==> config.mk <==
export PLATFORM = sky130hd
export DESIGN_NAME = fetch_controller
export DESIGN_NICKNAME = d
export VERILOG_FILES = /design/src/rtl/fetch_pkg.sv /design/src/rtl/fetch_output_reg.sv /design/src/rtl/fetch_controller.sv
export SDC_FILE = /design/constraint.sdc
export NUM_CORES = 1
export LEC_CHECK = 0
export CORE_MARGIN = 4
export CORE_UTILIZATION = 35
export CTS_CLUSTER_DIAMETER = 40
export CTS_CLUSTER_SIZE = 8
export DETAILED_ROUTE_END_ITERATION = 7
export GPL_TIMING_DRIVEN = 1
export MAX_ROUTING_LAYER = met4
export PLACE_DENSITY = 0.65
export SYNTH_ARGS = -nofsm -noshare
export SYNTH_HDL_FRONTEND = slang
export SYNTH_SLANG_ARGS = --single-unit
==> constraint.sdc <==
create_clock -name clk -period 4.03 [get_ports clk]
set_input_delay 0.403 -clock clk [delete_from_list [all_inputs] [get_ports clk]]
set_output_delay 0.403 -clock clk [all_outputs]
set_load 0.03 [all_outputs]
==> src/rtl/fetch_pkg.sv <==
// Shared types and constants for the instruction fetch controller.
package fetch_pkg;

  typedef enum logic [1:0] {
    StIdle,
    StRun,
    StHalt
  } fetch_state_e;

  localparam logic [31:0] END_OF_PROGRAM       = 32'h0000_0000;
  localparam int unsigned RESET_PC_DEFAULT     = 0;
  localparam int unsigned PC_INCREMENT_DEFAULT = 1;

endpackage

==> src/rtl/fetch_output_reg.sv <==
// One-entry valid/ready register holding a fetched instruction and its PC.
module fetch_output_reg #(
  parameter int unsigned WORDSIZE         = 64,
  parameter int unsigned INSTRUCTION_SIZE = 32
) (
  input  logic                        clk,
  input  logic                        rst_n,
  input  logic                        flush,
  input  logic                        load,
  input  logic [INSTRUCTION_SIZE-1:0] load_instruction,
  input  logic [WORDSIZE-1:0]         load_pc,
  input  logic                        ready,
  output logic                        valid,
  output logic [INSTRUCTION_SIZE-1:0] instruction,
  output logic [WORDSIZE-1:0]         pc
);

  logic                        valid_q;
  logic [INSTRUCTION_SIZE-1:0] instr_q;
  logic [WORDSIZE-1:0]         pc_q;

  always_ff @(posedge clk or negedge rst_n) begin
    if (!rst_n) begin
      valid_q <= 1'b0;
      instr_q <= '0;
      pc_q    <= '0;
    end else if (flush) begin
      // Payload is left as-is; only validity is dropped.
      valid_q <= 1'b0;
    end else if (load) begin
      valid_q <= 1'b1;
      instr_q <= load_instruction;
      pc_q    <= load_pc;
    end else if (valid_q && ready) begin
      valid_q <= 1'b0;
    end
  end

  assign valid       = valid_q;
  assign instruction = instr_q;
  assign pc          = pc_q;

endmodule

==> src/rtl/fetch_controller.sv <==
// PC/state sequencer driving instruction memory and feeding decode.
module fetch_controller
  import fetch_pkg::*;
#(
  parameter int unsigned WORDSIZE         = 64,
  parameter int unsigned INSTRUCTION_SIZE = 32,
  parameter int unsigned MEMORY_SIZE      = 1024,
  parameter int unsigned PC_INCREMENT     = PC_INCREMENT_DEFAULT,
  parameter int unsigned RESET_PC         = RESET_PC_DEFAULT
) (
  input  logic                        clk,
  input  logic                        rst_n,
  input  logic                        start,
  output logic [WORDSIZE-1:0]         imem_addr,
  input  logic [INSTRUCTION_SIZE-1:0] imem_instruction,
  input  logic                        redirect_valid,
  input  logic [WORDSIZE-1:0]         redirect_pc,
  output logic                        if_valid,
  input  logic                        if_ready,
  output logic [INSTRUCTION_SIZE-1:0] if_instruction,
  output logic [WORDSIZE-1:0]         if_pc,
  output logic                        halted,
  output logic                        fault,
  output logic [31:0]                 fetch_count
);

  localparam logic [WORDSIZE-1:0] PcLimit = WORDSIZE'(MEMORY_SIZE * PC_INCREMENT);
  localparam logic [WORDSIZE-1:0] PcStep  = WORDSIZE'(PC_INCREMENT);
  localparam logic [WORDSIZE-1:0] PcReset = WORDSIZE'(RESET_PC);
  localparam logic [INSTRUCTION_SIZE-1:0] EopMarker = INSTRUCTION_SIZE'(END_OF_PROGRAM);

  fetch_state_e          state_q, state_d;
  logic [WORDSIZE-1:0]   pc_q, pc_d;
  logic                  fault_q, fault_d;
  logic [31:0]           count_q;
  logic                  flush, load, transfer;

  always_ff @(posedge clk or negedge rst_n) begin
    if (!rst_n) begin
      state_q <= StIdle;
      pc_q    <= PcReset;
      fault_q <= 1'b0;
    end else begin
      state_q <= state_d;
      pc_q    <= pc_d;
      fault_q <= fault_d;
    end
  end

  always_comb begin
    state_d = state_q;
    pc_d    = pc_q;
    fault_d = fault_q;
    flush   = 1'b0;
    load    = 1'b0;
    unique case (state_q)
      StIdle: begin
        if (start) state_d = StRun;
      end
      StRun: begin
        if (redirect_valid) begin
          pc_d  = redirect_pc;
          flush = 1'b1;
        end else if (pc_q >= PcLimit) begin
          // A held, unaccepted instruction survives and drains in HALT.
          fault_d = 1'b1;
          state_d = StHalt;
        end else if (!if_valid || if_ready) begin
          if (imem_instruction == EopMarker) begin
            state_d = StHalt;
          end else begin
            load = 1'b1;
            pc_d = pc_q + PcStep;
          end
        end
      end
      StHalt: ;
      default: state_d = StIdle;
    endcase
  end

  assign transfer = if_valid && if_ready && !flush;

  always_ff @(posedge clk or negedge rst_n) begin
    if (!rst_n)        count_q <= '0;
    else if (transfer) count_q <= count_q + 32'd1;
  end

  fetch_output_reg #(
    .WORDSIZE        (WORDSIZE),
    .INSTRUCTION_SIZE(INSTRUCTION_SIZE)
  ) u_out_reg (
    .clk             (clk),
    .rst_n           (rst_n),
    .flush           (flush),
    .load            (load),
    .load_instruction(imem_instruction),
    .load_pc         (pc_q),
    .ready           (if_ready),
    .valid           (if_valid),
    .instruction     (if_instruction),
    .pc              (if_pc)
  );

  assign imem_addr   = pc_q;
  assign halted      = (state_q == StHalt);
  assign fault       = fault_q;
  assign fetch_count = count_q;

endmodule

==> impl_results.md, run 1 <==
- DR iter-0 viols: 428
- Num Clock Sinks: 196
- Non-Filler Instances: 1358
- Setup bufs post-CTS: 0
- Overall routing resource usage: 19.8%
- Yosys warning count: 0
- CTS-repair resized insts: 0
- Sequential Power Share: 41.0%
- Hold slack: 0.0827 ns
- Final hold violation count: 0
- I/O pin total: 296
- # fillers: 2018
- Area growth from synthesis to layout: 48.4%
- Count of different cell masters after synthesis: 49
- Status: complete, no violations
- Die width: 161 um
- Crit end category: register
- Comb pwr share: 32.0%
- Clk slew on worst S/H paths: 0.08 ns
- RSZ-0062 raised after global routing: no
- Core ar.: 22800 um^2
- Reg2reg start: imem_addr[50]$_DFFE_PN0P_
- Register cell area after layout: 4900 um^2
- Drt total wl: 25100 um
- GPL Wtd Cong: 0.826
- Synth Area per Inst: 11.0 um^2
- Worst Path Required: 4.35 ns
- Worst setup path class: reg2reg
- Die Area: 25800 um^2
- Drt pass-1 iters: 4
- Cell-internal power: 4.03 mW
- Critical Path Start: imem_addr[50]$_DFFE_PN0P_
- Cell taking the most area after synthesis: dfrtp_1
- Clock root buffer: clkbuf_16
- Switching power: 2.54 mW
- Post-synth EDFFs: 0
- Worst hold path type: in2async
- Die Ht: 161 um
- Cells after DPL: 1324
- Maximum clock path buffer count: 2
- Fin crit period: 3.02 ns
- Area contributors post-synth: dfrtp_1, mux2_2, nand2_1, nor2b_1, xnor2_1
- Cts hold-fix bufs: 0
- Peak VDD IR: 0.329 mV
- Antenna Nets Post-Route: 0
- Final max-slew violation count: 0
- Nets@finish: 1134
- Crit path max fanout: 39
- Most frequent cells in the layout: clkdlybuf4s50_1, dfrtp_1, nand2_1, nor2b_1, mux2_2
- TritonCTS clock tree: yes
- Cells after synthesis: 741
- Ys async rst share: 100%
- Top FF cell, synth: dfrtp_1
- Leakage power: 5.38 nW
- Count of final setup violators: 0
- Hpwl dp: 18500 um
- Max Clk Rate: 331 MHz
- Via count: 6578
- Post-synthesis sequential area ratio: 60.1%
- Initial antenna violation count: 2
- Fin crit share: 75.0%
- Synth top area share: 60.1%
- Share of power burned in the clock network: 27.0%
- Worst slew pin tran: 0.987 ns
- Most common cell after layout, fill and taps aside: clkdlybuf4s50_1
- GRT overflow: 0
- Clock latency on the worst-skew pair: 0.44 ns
- DRC: 0
- IO buf count: 295
- Avg WL per Cell: 18.5 um
- P per Cell Area: 543 nW/um^2
- Vias per std cell: 4.84
- Vias in the first global route: 6609
- Synthesized cell area: 8160 um^2
- Max-capacitance violation count: 0
- Setup TNS: 0 ns
- Layout Skew: 0.0178 ns
- CP Data Arrival Time: 3.34 ns
- First-pass GRT wire length: 39000 um
- Layout cells sized above 1: 9.40%
- Post-Syn Nets: 845
- Row count: 55
- Starting density of the core: 35.8%
- Setup crit start kind: register
- Largest net degree at the start of global routing: 118
- Sw Ratio: 38.7%
- FF-to-FF path depth: 8
- H-tree levels: 4
- Total CTS buffers: 17
- Synth Register Bits: 196
- Slew margin rel.: 34.2%
- Multi-input gate area: 3060 um^2
cell type report:
| class | count | share of cell area (%) |
|---|---|---|
| Antenna cell | 2 | 0.0413 |
| Clock inverter | 14 | 1.54 |
| Timing Repair Buffer | 306 | 25.3 |
| Sequential cell | 196 | 40.5 |
| Tap cell | 313 | 3.24 |
| Clock buffer | 18 | 3.63 |
| Inverter | 13 | 0.403 |
| Multi-Input combinational cell | 496 | 25.3 |
through the flow:
| stage | worst slack (ns) | power [mW] | util [%] | area, um^2 |
|---|---|---|---|---|
| floorplan | 1.65 | 3.78 | - | 8160 |
| global placement | 0.992 | 4.82 | 50.4 | 11500 |
| detailed placement | 0.950 | 4.85 | 50.4 | 11500 |
| CTS | 0.948 | 6.64 | 53.1 | 12100 |
| global route | 0.819 | 6.91 | 53.1 | 12100 |
| finish | 1.01 | 6.58 | 53.1 | 12100 |
synth_stat cells, types with 2 or more instances:
cell / n
inv_1: 13
and3_1: 14
nor3_1: 13
or4_1: 7
a31oi_1: 12
nand2_1: 121
a31o_2: 2
xnor2_1: 23
a21oi_1: 10
or3_1: 4
o21ai_0: 8
o211ai_1: 4
nor2b_1: 60
nand4_1: 20
a22oi_1: 3
buf_1: 4
ha_1: 3
o22ai_1: 8
o21a_1: 2
and4_1: 6
nand2b_1: 2
clkbuf_1: 21
nor2_1: 38
dfrtp_1: 196
nor4_1: 26
buf_2: 11
o31ai_1: 7
nand3_1: 31
mux2_2: 44
xor2_1: 9
cells by family after synthesis:
logic type               count (synthesis)  share of synthesized area (%)
AO/OA/AOI/OAI                           64                           5.18
flip-flops                             196                           60.1
AND/OR/NAND/NOR                        353                           22.3
buffers and inverters                   49                           2.42
multiplexers                            44                           6.07
XOR/XNOR                                32                           3.44
adder cells (fa/ha/maj)                  3                          0.460
flip-flops by register name (all words and copies together) (netlist names):
| name | count |
|---|---|
| u_out_reg.pc | 64 |
| state_q | 2 |
| u_out_reg.valid | 1 |
| fetch_count | 32 |
| fault | 1 |
| u_out_reg.instruction | 32 |
| imem_addr | 64 |
critical path, cell delays in order (launching register included):
cell     delay (ns)
dfrtp_1        0.45
nor4_1         0.38
nand4_1        0.17
nor3_1         0.40
nand4_2        0.11
buf_4          0.24
nor2_4         0.45
buf_12         0.31
mux2_2         0.37
final timing paths:
check	to	slack, ns
setup / recovery	u_out_reg.instruction[7]$_DFFE_PN0P_	1.01
max in group asynchronous	fault$_DFFE_PN0P_	2.98
setup reg to reg	u_out_reg.instruction[7]$_DFFE_PN0P_	1.01
min in group clk	fetch_count[31]$_DFFE_PN0P_	0.48
hold / removal	u_out_reg.pc[24]$_DFFE_PN0P_	0.08
hold reg to reg	fetch_count[31]$_DFFE_PN0P_	0.48
routing by layer:
| metal | part of all wire, % | vias up | track usage [%] | routed length, um |
|---|---|---|---|---|
| met5 | 0 | - | - | 0 |
| met3 | 3.5 | 32 | 3.44 | 871 |
| met2 | 49 | 178 | 31.2 | 12400 |
| li1 | - | 3151 | - | - |
| met4 | 2.4 | 0 | 6.57 | 601 |
| met1 | 45 | 3217 | 26.0 | 11200 |
power groups by stage:
stage	Combinational [mW]	Sequential [mW]	Clock (mW)
2_1_floorplan	0.615	3.17	0
3_3_place_gp	2.11	2.72	0
3_5_place_dp	2.12	2.73	0
4_1_cts	2.13	2.69	1.82
5_1_grt	2.25	2.76	1.90
6_report	2.10	2.70	1.78
No activity file was read; power rests on OpenSTA's default activity.
==> inputs of run 2 (changes only) <==
--- a/config.mk
+++ b/config.mk
@@ -12,7 +12,7 @@
 export DETAILED_ROUTE_END_ITERATION = 7
 export GPL_TIMING_DRIVEN = 1
 export MAX_ROUTING_LAYER = met4
-export PLACE_DENSITY = 0.65
+export PLACE_DENSITY = 0.68
 export SYNTH_ARGS = -nofsm -noshare
 export SYNTH_HDL_FRONTEND = slang
 export SYNTH_SLANG_ARGS = --single-unit
==> constraint.sdc (replaced) <==
create_clock -name clk -period 2.4 [get_ports clk]
set_input_delay 0.24 -clock clk [delete_from_list [all_inputs] [get_ports clk]]
set_output_delay 0.24 -clock clk [all_outputs]
set_load 0.03 [all_outputs]
==> impl_results.md, run 2 (same netlist as run 1, synthesis figures left out) <==
- Status: finished with violations
- Failing checks: setup timing
- CP Data Arrival Time: 2.73 ns (-0.61 ns)
- Cell mode on critical path: buf_4
- Area growth from synthesis to layout: 59.3%
- Initial antenna violation count: 2 (unchanged)
- RSZ-0062 raised after global routing: yes
- DR iter-0 viols: 406 (-5.1%)
- Final Util: 57.1% (+3.9 points)
- Avg WL per Cell: 18.3 um (-0.94%)
- Antenna Nets Post-Route: 0 (unchanged)
- Crit end category: register
- Count of final setup violators: 8 (+8)
- Total CTS buffers: 17 (unchanged)
- Via count: 6969 (+5.9%)
- Vias in the first global route: 6980 (+5.6%)
- FF-to-FF path depth: 9 (+1)
- Fin crit period: 2.41 ns (-0.612 ns)
- Final hold violation count: 0 (unchanged)
- Nets@finish: 1211 (+6.8%)
- Most common cell after layout, fill and taps aside: clkdlybuf4s50_1
- Critical path depth: 9 (+1)
- Worst-path cell chain: nor4_2 > nand4_1 > nor3_2 > buf_4 > nand4_4 > nor2_4 > buf_4 > clkbuf_16 > mux2_2
- First-pass GRT wire length: 39700 um (+2.0%)
- Comb pwr share: 37.2% (+5.2 points)
- I/O pin total: 296 (unchanged)
- DP Area: 11900 um^2 (+4.0%)
- Die width: 161 um (unchanged)
- Max-capacitance violation count: 0 (unchanged)
- P per Cell Area: 898 nW/um^2 (+65%)
- GPL Wtd Cong: 0.846 (+2.4%)
- Global routing usage on met3: 3.59% (+0.15 points)
- Hold depth: 3
- Final max-slew violation count: 0 (unchanged)
- Worst Path Required: 2.72 ns (-1.63 ns)
- Row count: 55 (unchanged)
- DRC: 0 (unchanged)
- Final instance area: 13000 um^2 (+7.4%)
- Worst setup margin: -0.0104 ns (-1.02 ns)
- Hpwl dp: 19000 um (+2.6%)
- Vias per std cell: 4.86 (+0.26%)
- Core ar.: 22800 um^2 (unchanged)
- M1 GR Usage: 25.9% (-0.15 points)
- Share of power burned in the clock network: 26.3% (-0.7 points)
- Num Clock Sinks: 196 (unchanged)
- Overall routing resource usage: 20.0% (+0.24 points)
- Starting density of the core: 35.8% (unchanged)
- Slew margin rel.: 58.7% (+24 points)
- Met2 global-route usage: 31.8% (+0.63 points)
- Worst setup path class: reg2reg
- Layout Skew: 0.0146 ns (-0.00313 ns)
- Top Usage Layer GRT: met2
- Sequential Power Share: 36.5% (-4.5 points)
- Layout cells sized above 1: 16.2% (+6.8 points)
- Clock latency on the worst-skew pair: 0.44 ns (about the same)
- GRT overflow: 0 (unchanged)
- Die Ht: 161 um (unchanged)
- Maximum clock path buffer count: 2 (unchanged)
- CP max stage delay: 0.43 ns (-0.02 ns)
- Sw Ratio: 38.5% (-0.16 points)
- Most frequent cells in the layout: clkdlybuf4s50_1, dfrtp_1, nand2_1, buf_4, nor2b_1
- CP bufs+invs: 3 (+1)
- Worst slew pin tran: 0.620 ns (-0.367 ns)
- Slowest-stage cell, CP: dfrtp_1
- Fin crit share: 100% (+25 points)
- TritonCTS clock tree: yes
- Leakage power: 5.83 nW (+8.4%)
- Largest net degree at the start of global routing: 74 (-37%)
- Crit path max fanout: 5 (-87%)
- Max Clk Rate: 415 MHz (+25%)
- Largest delay share family, worst path: simple AND/OR/NAND/NOR gates
- IO buf count: 295 (unchanged)
- Clock root buffer: clkbuf_16
- H-tree levels: 4 (unchanged)
- Setup TNS: -0.0453 ns (-0.0453 ns)
- Pwr Total: 11.7 mW (+77%)
- Setup crit start kind: register
- Worst hold path type: in2reg
- Die Area: 25800 um^2 (unchanged)
- Drt pass-1 iters: 5 (+1)
- Switching power: 4.50 mW (+77%)
- Peak VDD IR: 0.554 mV (+68%)
- Cell-internal power: 7.17 mW (+78%)
- Clk slew on worst S/H paths: 0.08 ns (about the same)
- Drt total wl: 26200 um (+4.7%)
- # fillers: 1919 (-4.9%)
[run 2: worst register-to-register path, cell delays in order, from the launching register on]
cell,delay (ns)
dfrtp_1,0.43
nor4_2,0.39
nand4_1,0.20
nor3_2,0.18
buf_4,0.17
nand4_4,0.11
nor2_4,0.18
buf_4,0.16
clkbuf_16,0.14
mux2_2,0.32
[run 2: timing repair]
item                                    4_1_cts  5_1_grt
pin swaps                                     0        0
endpoints found under the setup margin       99       99
buffers inserted                              4        5
cloned                                        1        6
resized for setup                             7       34
hold endpoints to repair                     68        0
hold buffers                                  1        0
[run 2: path summary, 6_finish.rpt]
path	slack, ns	startpoint	to
setup / recovery	-0.01	imem_addr[60]$_DFFE_PN0P_	u_out_reg.pc[6]$_DFFE_PN0P_
hold / removal	0.32	redirect_pc[12]	imem_addr[12]$_DFFE_PN0P_
setup reg to reg	-0.01	imem_addr[60]$_DFFE_PN0P_	u_out_reg.pc[6]$_DFFE_PN0P_
hold reg to reg	0.49	fetch_count[17]$_DFFE_PN0P_	fetch_count[17]$_DFFE_PN0P_
max in group asynchronous	1.17	rst_n	u_out_reg.pc[28]$_DFFE_PN0P_
min in group asynchronous	0.37	rst_n	imem_addr[62]$_DFFE_PN0P_
[run 2: metrics by stage]
step | hold slack, ns | cells | setup WS, ns
after CTS | 0.304 | 1422 | -0.0429
final | 0.317 | 1435 | -0.0104
after global routing | 0.317 | 1435 | -0.128
after global placement | 0.302 | 1384 | -0.152
after detailed placement | 0.310 | 1384 | -0.166
after floorplan | -0.0556 | 741 | 0.0174
[run 2: cell type report]
type	instances	area, um^2	area share (%)
Timing Repair Buffer	383	3790	29.2
Multi-Input combinational cell	496	3220	24.7
Clock inverter	15	215	1.66
Sequential cell	196	4900	37.7
Tap cell	313	392	3.01
Clock buffer	17	425	3.27
Inverter	13	48.8	0.375
Antenna cell	2	5.00	0.0385
[run 2: power by group through the flow]
stage               clock network [mW]  registers [mW]  logic, mW
floorplan                            0            5.32       1.03
global placement                     0            4.27       4.30
detailed placement                   0            4.28       4.33
CTS                               3.14            4.25       4.36
global route                      3.28            4.34       4.66
finish                            3.06            4.27       4.34
[run 2: layer usage]
| layer | vias up | wire length (um) |
|---|---|---|
| met5 | - | 0 |
| met4 | 0 | 697 |
| met3 | 38 | 1060 |
| met2 | 214 | 12800 |
| met1 | 3396 | 11600 |
| li1 | 3321 | - |
